**config.mk**
```make
export PLATFORM = sky130hd
export DESIGN_NAME = hex_scroll_ctrl
export DESIGN_NICKNAME = d
export VERILOG_FILES = /design/src/rtl/hex_scroll_ctrl_pkg.sv /design/src/rtl/hex_scroll_ctrl_tick_gen.sv /design/src/rtl/hex_scroll_ctrl.sv
export SDC_FILE = /design/constraint.sdc
export NUM_CORES = 1
export LEC_CHECK = 0
export CORE_ASPECT_RATIO = 1.4
export CORE_MARGIN = 2
export CORE_UTILIZATION = 38
export DETAILED_ROUTE_END_ITERATION = 7
export GPL_TIMING_DRIVEN = 0
export PLACE_DENSITY = 0.6
export SLEW_MARGIN = 5
export SYNTH_ARGS = -nofsm -noshare
export SYNTH_HDL_FRONTEND = slang
export SYNTH_SLANG_ARGS = --single-unit
```
**constraint.sdc**
```tcl
create_clock -name clk -period 6.7 [get_ports clk]
set_input_delay 1.675 -clock clk [delete_from_list [all_inputs] [get_ports clk]]
set_output_delay 1.675 -clock clk [all_outputs]
set_load 0.01 [all_outputs]
```
**src/rtl/hex_scroll_ctrl_pkg.sv**
```systemverilog
// Shared types and defaults for the hex display scroll controller and its prescaler.
// Holds the controller state encoding and the default geometry and timing.
package hex_disp_pkg;

  typedef enum logic [1:0] {
    IDLE   = 2'd0,
    SCROLL = 2'd1,
    SHOW   = 2'd2
  } state_t;

  localparam int DIGITS_DEF   = 6;
  localparam int TICK_DIV_DEF = 25_000_000;

  localparam logic [DIGITS_DEF-1:0] OFF_ALL = '1;

endpackage

```
**src/rtl/hex_scroll_ctrl_tick_gen.sv**
```systemverilog
// Prescaler: counts 0..DIV-1 and pulses tick for the single cycle the count sits at DIV-1.
// A synchronous clear holds the count at zero while no scroll is in progress.
module tick_gen
  import hex_disp_pkg::*;
#(
  parameter int DIV = TICK_DIV_DEF
) (
  input  logic clk,
  input  logic rst,
  input  logic clr,
  output logic tick
);

  localparam int CW = (DIV > 1) ? $clog2(DIV) : 1;
  localparam logic [CW-1:0] LAST = CW'(DIV - 1);

  logic [CW-1:0] cnt;

  // NOTE: sequential state always uses non-blocking (<=) so every flop samples pre-edge values.
  always_ff @(posedge clk or posedge rst) begin
    if (rst) begin
      cnt <= '0;
    end else if (clr || tick) begin
      cnt <= '0;
    end else begin
      cnt <= cnt + CW'(1);
    end
  end

  assign tick = (cnt == LAST);

endmodule

```
**src/rtl/hex_scroll_ctrl.sv**
```systemverilog
// Six-digit hex display sequencer: accepts a value over valid/ready, scrolls it in from
// the right one digit per prescaler tick, then holds it with optional leading-zero blanking.
module hex_scroll_ctrl
  import hex_disp_pkg::*;
#(
  parameter int DIGITS   = DIGITS_DEF,
  parameter int TICK_DIV = TICK_DIV_DEF
) (
  input  logic                  clk,
  input  logic                  rst,
  input  logic                  load_valid,
  output logic                  load_ready,
  input  logic [4*DIGITS-1:0]   load_data,
  input  logic                  scroll_en,
  input  logic                  blank_lz,
  output logic [4*DIGITS-1:0]   digit_val,
  output logic [DIGITS-1:0]     digit_off,
  output logic                  busy
);

  localparam int VW    = 4 * DIGITS;
  localparam int IDX_W = $clog2(DIGITS + 1);
  localparam logic [DIGITS-1:0] OFF_ONES = '1;
  localparam logic [IDX_W-1:0]  IDX_LAST = IDX_W'(DIGITS - 1);

  state_t            state;
  logic [VW-1:0]     src;
  logic [IDX_W-1:0]  idx;
  logic              tick;
  logic              accept;
  logic              zero_above;
  logic [DIGITS-1:0] lz_mask;

  assign load_ready = (state != SCROLL);
  assign busy       = (state == SCROLL);
  assign accept     = load_valid && load_ready;

  // The prescaler only runs while scrolling, so every scroll starts from a zero count.
  tick_gen #(
    .DIV (TICK_DIV)
  ) u_tick_gen (
    .clk  (clk),
    .rst  (rst),
    .clr  (state != SCROLL),
    .tick (tick)
  );

  // Digit i goes dark only when it and every digit to its left are zero; digit 0 always shows.
  // NOTE: every variable written here gets a default first, so no latch is inferred.
  always_comb begin
    lz_mask    = '0;
    zero_above = 1'b1;
    for (int i = DIGITS - 1; i >= 1; i--) begin
      zero_above = zero_above && (src[4*i +: 4] == 4'h0);
      lz_mask[i] = zero_above;
    end
  end

  always_ff @(posedge clk or posedge rst) begin
    if (rst) begin
      state     <= IDLE;
      src       <= '0;
      idx       <= '0;
      digit_val <= '0;
      digit_off <= OFF_ONES;
    end else if (accept) begin
      src <= load_data;
      idx <= '0;
      if (scroll_en) begin
        state     <= SCROLL;
        digit_val <= '0;
        digit_off <= OFF_ONES;
      end else begin
        state     <= SHOW;
        digit_val <= load_data;
        digit_off <= '0;
      end
    end else begin
      case (state)
        SCROLL: begin
          if (tick) begin
            // Most significant source digit enters first and walks left on later ticks.
            digit_val <= {digit_val[VW-5:0], src[4*(DIGITS-1-int'(idx)) +: 4]};
            digit_off <= {digit_off[DIGITS-2:0], 1'b0};
            idx       <= idx + IDX_W'(1);
            if (idx == IDX_LAST) begin
              state <= SHOW;
            end
          end
        end
        SHOW: begin
          digit_val <= src;
          digit_off <= blank_lz ? lz_mask : '0;
        end
        default: begin
        end
      endcase
    end
  end

endmodule
```
# After elaboration in Yosys (flattened, before gate mapping)
# Index checks and enable logic that the tools add are counted.
# op_classes
addsub	3
n_mul	0
div_mod_pow	0
magnitude_cmp	0
n_eq_ne	6
n_shift	1
n_mux	18
bitwise_logic	0
n_reduce_logical	18
# ops
cell	n
$mux W24	3
$pmux W24 S2	1
$add A25 B1 Y25 const B	1
$eq A25 B25 Y1 const B	1
$mux W25	1
$mux W6	4
$shiftx A24 B6 Y4	1
$logic_not A4 Y1	5
$pmux W6 S2	1
$mux W2	5
$mux W3	3
$reduce_bool A2 Y1	3
$logic_and A1 B1 Y1	5
$reduce_and A2 Y1	2
$sub A3 B3 Y4 const A	1
$add A3 B1 Y3 const B	1
$eq A3 B3 Y1 const B	1
$ne A3 B1 Y1 const B	1
$reduce_and A3 Y1	1
$reduce_bool A3 Y1	1
$eq A2 B1 Y1 const B	1
$eq A2 B2 Y1 const B	1
$ne A2 B1 Y1 const B	1
$logic_or A1 B1 Y1	1
# word_totals
ff_bits	84
latch_bits	0
ram_bits	0
romBits	0
input_bits	29
out_inout_bits	32
word_cells	52
n_memories	0

# Depth between registers and ports, before layout
# Gate-level depths: netlist of the first run.
# logic_depth
depth_word	8
depth_mapped	8
ltp_nobuf	6

# Hierarchy
# Synthesis of the first run repeated with hierarchy kept, for this count alone.
# unflattened
cells_unflattened	469
hier_area_um2	4285.4
# by_module_without_submodules
mod	n_inst	cells_each	area_per_inst_um2	seq_area_each_um2
hex_scroll_ctrl	1	330	3002.9	1483.9
tick_gen	1	139	1282.5	625.6

# Worst setup path after synthesis of the first run
# Ideal clock, no wire load.
# synth_timing
path_type	input to register
startpoint	in load_valid
endpoint	reg digit_val[10]
setup_time_ns	0.127
t_arrival_ns	2.723
required_ns	6.573
slack_ns	3.850
stages	5
path_buffers	2
cell_sequence	nand2_1 -> clkbuf_1 -> clkbuf_1 -> a31oi_1 -> mux2_1
# synth_between
elab_chain_cells	3
elab_cells_between_ends	5
classes_between	1 x eq/ne; 1 x mux; 3 x reduce/logical
# synth_rtl
item	line_no	rtl
start: declaration	hex_scroll_ctrl.sv:11	input logic load_valid,
$logic_and A1 B1 Y1 *	hex_scroll_ctrl.sv:36	assign accept = load_valid && load_ready;
$ne A3 B1 Y1 (no line) or $reduce_bool A3 Y1 (tied branches)	-	
$reduce_and A2 Y1 (no line)	-	
end signal: assignment	hex_scroll_ctrl.sv:75	digit_val <= load_data;
end signal: assignment	hex_scroll_ctrl.sv:83	digit_val <= {digit_val[VW-5:0], src[4*(DIGITS-1-int'(idx)) +: 4]};
end signal: assignment	hex_scroll_ctrl.sv:92	digit_val <= src;
end: declaration	hex_scroll_ctrl.sv:16	output logic [4*DIGITS-1:0] digit_val,
# Every way passes the cells marked *; elsewhere a longest branch is shown, timed or not.
# A chain may end at the register's enable or synchronous reset.

# Worst setup path in the final report of the first run
# layout_timing
startpoint	in load_valid
endpoint	reg digit_val[11]
# Same word-level chain as after synthesis.

==> results of run 1 <==
[per-layer routing]
metal | share of wire, % | routed length, um | vias up
li1 | - | - | 1789
met1 | 41 | 4960 | 1820
met2 | 52 | 6380 | 102
met3 | 4.5 | 548 | 19
met4 | 2.3 | 284 | 0
met5 | 0 | 0 | -
[state kept, by name, indices dropped and copies added, names as in the netlist]
register / count
digit_off: 6
idx: 3
src: 24
state: 2
digit_val: 24
u_tick_gen.cnt: 25
[layout make-up]
cell class | instances | share of cell area, %
Tap cell | 144 | 3.29
Clock buffer | 14 | 5.18
Buffer | 28 | 2.33
Multi-Input combinational cell | 350 | 37.9
Timing Repair Buffer | 61 | 11.5
Clock inverter | 2 | 0.297
Sequential cell | 84 | 38.5
Inverter | 14 | 1.00
[cells by family (layout without fill, tap and decap cells)]
group                      Yosys count  in the layout  synth area share [%]
and+or+nand+nor                    215            215                  22.0
DFF                                 84             84                  48.3
adders and majority gates            4              4                  1.15
xor gates and xnor gates            23             23                  4.61
muxes                               29             29                  8.51
AOI/OAI and AO/OA                   79             79                  11.4
buffers and inverters               42            119                  4.12
[power breakdown]
group	switching, mW	total, mW	internal, mW
registers	0.0906	0.700	0.610
clock network	0.202	0.495	0.293
logic	0.234	0.481	0.247
total	0.527	1.68	1.15
[per-stage QoR]
| stage | hold WS, ns | worst slack [ns] | std cells | instance area, um^2 | utilization [%] |
|---|---|---|---|---|---|
| final | 0.485 | 3.13 | 697 | 5480 | 48.6 |
| after global routing | 0.496 | 3.04 | 697 | 5480 | 48.6 |
| after CTS | 0.489 | 3.16 | 697 | 5480 | 48.6 |
| after global placement | 0.468 | 1.43 | 680 | 5150 | 45.7 |
| after detailed placement | 0.474 | 2.80 | 681 | 5180 | 45.9 |
| after floorplan | 0.463 | 2.87 | 476 | 4370 | - |
[path summary, 6_finish.rpt]
path / start / end / slack, ns / cells past startpoint
max: load_valid / digit_val[11]$_DFFE_PP0P_ / 3.13 / 6
min: digit_val[22]$_DFFE_PP0P_ / digit_val[22]$_DFFE_PP0P_ / 0.49 / 1
max reg2reg: u_tick_gen.cnt[10]$_DFF_PP0_ / digit_val[8]$_DFFE_PP0P_ / 4.29 / 7
min reg2reg: digit_val[22]$_DFFE_PP0P_ / digit_val[22]$_DFFE_PP0P_ / 0.49 / 1
max in group asynchronous: rst / digit_off[0]$_DFFE_PP1P_ / 4.39 / 3
min in group asynchronous: rst / src[3]$_DFFE_PP0N_ / 1.63 / 2
[Yosys cell counts (4+ instances only)]
library cell,instances
sky130_fd_sc_hd__nand2_1,127
sky130_fd_sc_hd__dfrtp_1,78
sky130_fd_sc_hd__nor2_1,36
sky130_fd_sc_hd__a21oi_1,29
sky130_fd_sc_hd__clkbuf_1,21
sky130_fd_sc_hd__mux2_1,21
sky130_fd_sc_hd__a31oi_1,20
sky130_fd_sc_hd__xor2_1,19
sky130_fd_sc_hd__inv_1,14
sky130_fd_sc_hd__nand4_1,12
sky130_fd_sc_hd__nand3_1,10
sky130_fd_sc_hd__o21ai_0,7
sky130_fd_sc_hd__and3_1,6
sky130_fd_sc_hd__dfstp_2,6
sky130_fd_sc_hd__nor4_1,6
sky130_fd_sc_hd__a221oi_1,5
sky130_fd_sc_hd__a211oi_1,4
sky130_fd_sc_hd__a21o_1,4
sky130_fd_sc_hd__buf_1,4
sky130_fd_sc_hd__ha_1,4
sky130_fd_sc_hd__mux2_2,4
sky130_fd_sc_hd__mux4_2,4
sky130_fd_sc_hd__xnor2_1,4
==> parameters.txt, run 1 <==
Parameter                              Value

Route
  Final antenna-violating net count    0
  Iter 0 DRT Violations    between 200 and 250
  Routed length per placed instance    roughly 17 um
  Pre-antenna DRT Iters    4
  DRC violations left    0
  Aggregate routed wire length    between 10000 and 15000 um
  Via-to-Cell Ratio    between 5 and 6
  Vias    3730

Timing
  RSZ-0062 raised after global routing    no
  Worst rel slew slack    a little over 30%
  Sum of negative setup slack    0 ns
  Least-Margin Pin Slew    1.04 ns
  Final Hold Vio Count    0
  Post-route fraction of the period consumed by the critical path    a little over half
  Worst clock skew on the final layout    about 0.011 ns
  Time the worst path needs with I/O delays and setup    between 3 and 4 ns
  Highest clock rate    280 MHz
  Setup violators final    0
  Final slew viol count    0

Critical path
  Critical path's slowest cell    sky130_fd_sc_hd__clkdlybuf4s50_1
  Delay of the slowest critical-path stage    approximately 0.50 ns
  Endpoint arrival time on the critical path    3.79 ns
  Required @ worst endpoint    slightly below 7 ns
  Start-to-end type of the worst setup path    in2reg
  Series of cell instances along the critical path    clkdlybuf4s50_1, nand2_1, clkbuf_1, clkbuf_1, a31oi_1, mux2_1
  Critical Path Source Type    input port
  Element type at the critical path end    flop
  Cell seen most often among critical-path stages    sky130_fd_sc_hd__clkbuf_1
  Buf/Inv on CP    3
  Gate family responsible for the most delay along the worst path    buffers and inverters
  CP max FO    10

Layout
  Layout-stage area growth over the synthesis result    25.4%
  Count of filler cells inserted in the layout    1082
  Final net count    just under 600
  Commonest non-fill, non-tap cells in the layout    127 x sky130_fd_sc_hd__nand2_1, 78 x sky130_fd_sc_hd__dfrtp_1, 60 x sky130_fd_sc_hd__clkdlybuf4s50_1
  Most frequent standard cell in the layout excluding fill and tap cells    sky130_fd_sc_hd__nand2_1
  Fraction of final layout cells with drive strength greater than 1    under 10%
  Total area of multi-input combinational cells    a little over 2000 um^2
  Area of all sequential standard cells    about 2100 um^2
  Number of diodes    0

Status
  Outcome    finished clean

Clock network
  Postcts setup bufs    0
  Buffer depth of the longest clock path    2
  Post-CTS clock slew at the launch and capture registers of the worst setup and hold paths    around 0.070 ns
  Clock latency on the worst-skew pair    roughly 0.34 ns
  CTS Hold Buffers Added    0
  Post-cts sizing count    0
  Clock tree from TritonCTS    built
  CTS H-tree lvls    3
  Inserted Clock Buffers    9
  CTS Sinks    84
  Clock Tree Root    sky130_fd_sc_hd__clkbuf_16

Power
  Peak ir drop on the vdd network    ~140 uV
  Ratio of total power to cell area    306 nW/um^2
  PnR Total Power    1.68 mW
  Static Leakage    2.35 nW

Yosys
  Portion of synthesized cell area occupied by the leading cell type    44.7%
  Number of nets produced by synthesis    about 510
  Post-Syn Area    ~4400 um^2
  Share of the yosys chip area belonging to registers    about half
  Synthesized instance count    approximately 480
  Cell type contributing the most total cell area after synthesis    sky130_fd_sc_hd__dfrtp_1
  Most used flip-flop cell after synthesis    sky130_fd_sc_hd__dfrtp_1
  Syn. warnings    0
  Count of flip-flops with a built-in enable after synthesis    0
  Synthesis-stage register bit count    84
  Synthesized area per cell    between 9 and 10 um^2
  Unique masters post-synth    between 40 and 50
  Share of synthesized flip-flops with an asynchronous set or reset    100%
  Top cells by area in the synthesized netlist    sky130_fd_sc_hd__dfrtp_1 45%, sky130_fd_sc_hd__nand2_1 11%, sky130_fd_sc_hd__mux2_1 5.4%

Global routing
  First-pass GRT wire length    between 15000 and 20000 um
  Largest net degree at the start of global routing    67
  Global routing usage on met2    between 30% and 40%
  Number of antenna violations at the first check in global routing    0
  Global route total overflow    0
  Met3 usage    roughly 4.4%
  Most used routing layer in global routing    met2
  Number of global-route vias before repair    around 3800
  Global-route met1 utilization    about a quarter
  Gr usage total    20.8%

Place
  DPL Wire Length    between 8000 and 9000 um
  Count of input and output buffers    60
  Final weighted congestion in routability-driven placement    slightly above 0.9

Floorplanning
  Count of standard-cell rows    46
  Horiz. Die Dim    94.6 um
  Core box area    between 10000 and 15000 um^2
  Area of the die    12400 um^2
  Initial standard-cell utilization of the core    between 30% and 40%
  Boundary Pins    between 60 and 70
  Die Y    131 um

Min path
  Min-Delay Path Class    reg2reg

Run
  Number of max-cap violations    0
No activity file was read; power rests on OpenSTA's default activity.
==> inputs of run 2 (changes only) <==
Clock period 6.7 ns to 3.6 ns, I/O delays scaled along.
==> results of run 2 <==
Same layout as run 1 (identical final DEF). Status: finished clean.
Among the figures that moved: setup slack after placement 2.80 ns -> 0.473 ns; setup slack after layout 3.13 ns -> 0.807 ns; register-to-register setup slack 4.29 ns -> 1.19 ns; total power 1.68 mW -> 3.12 mW; worst IR drop on VDD 143 uV -> 266 uV
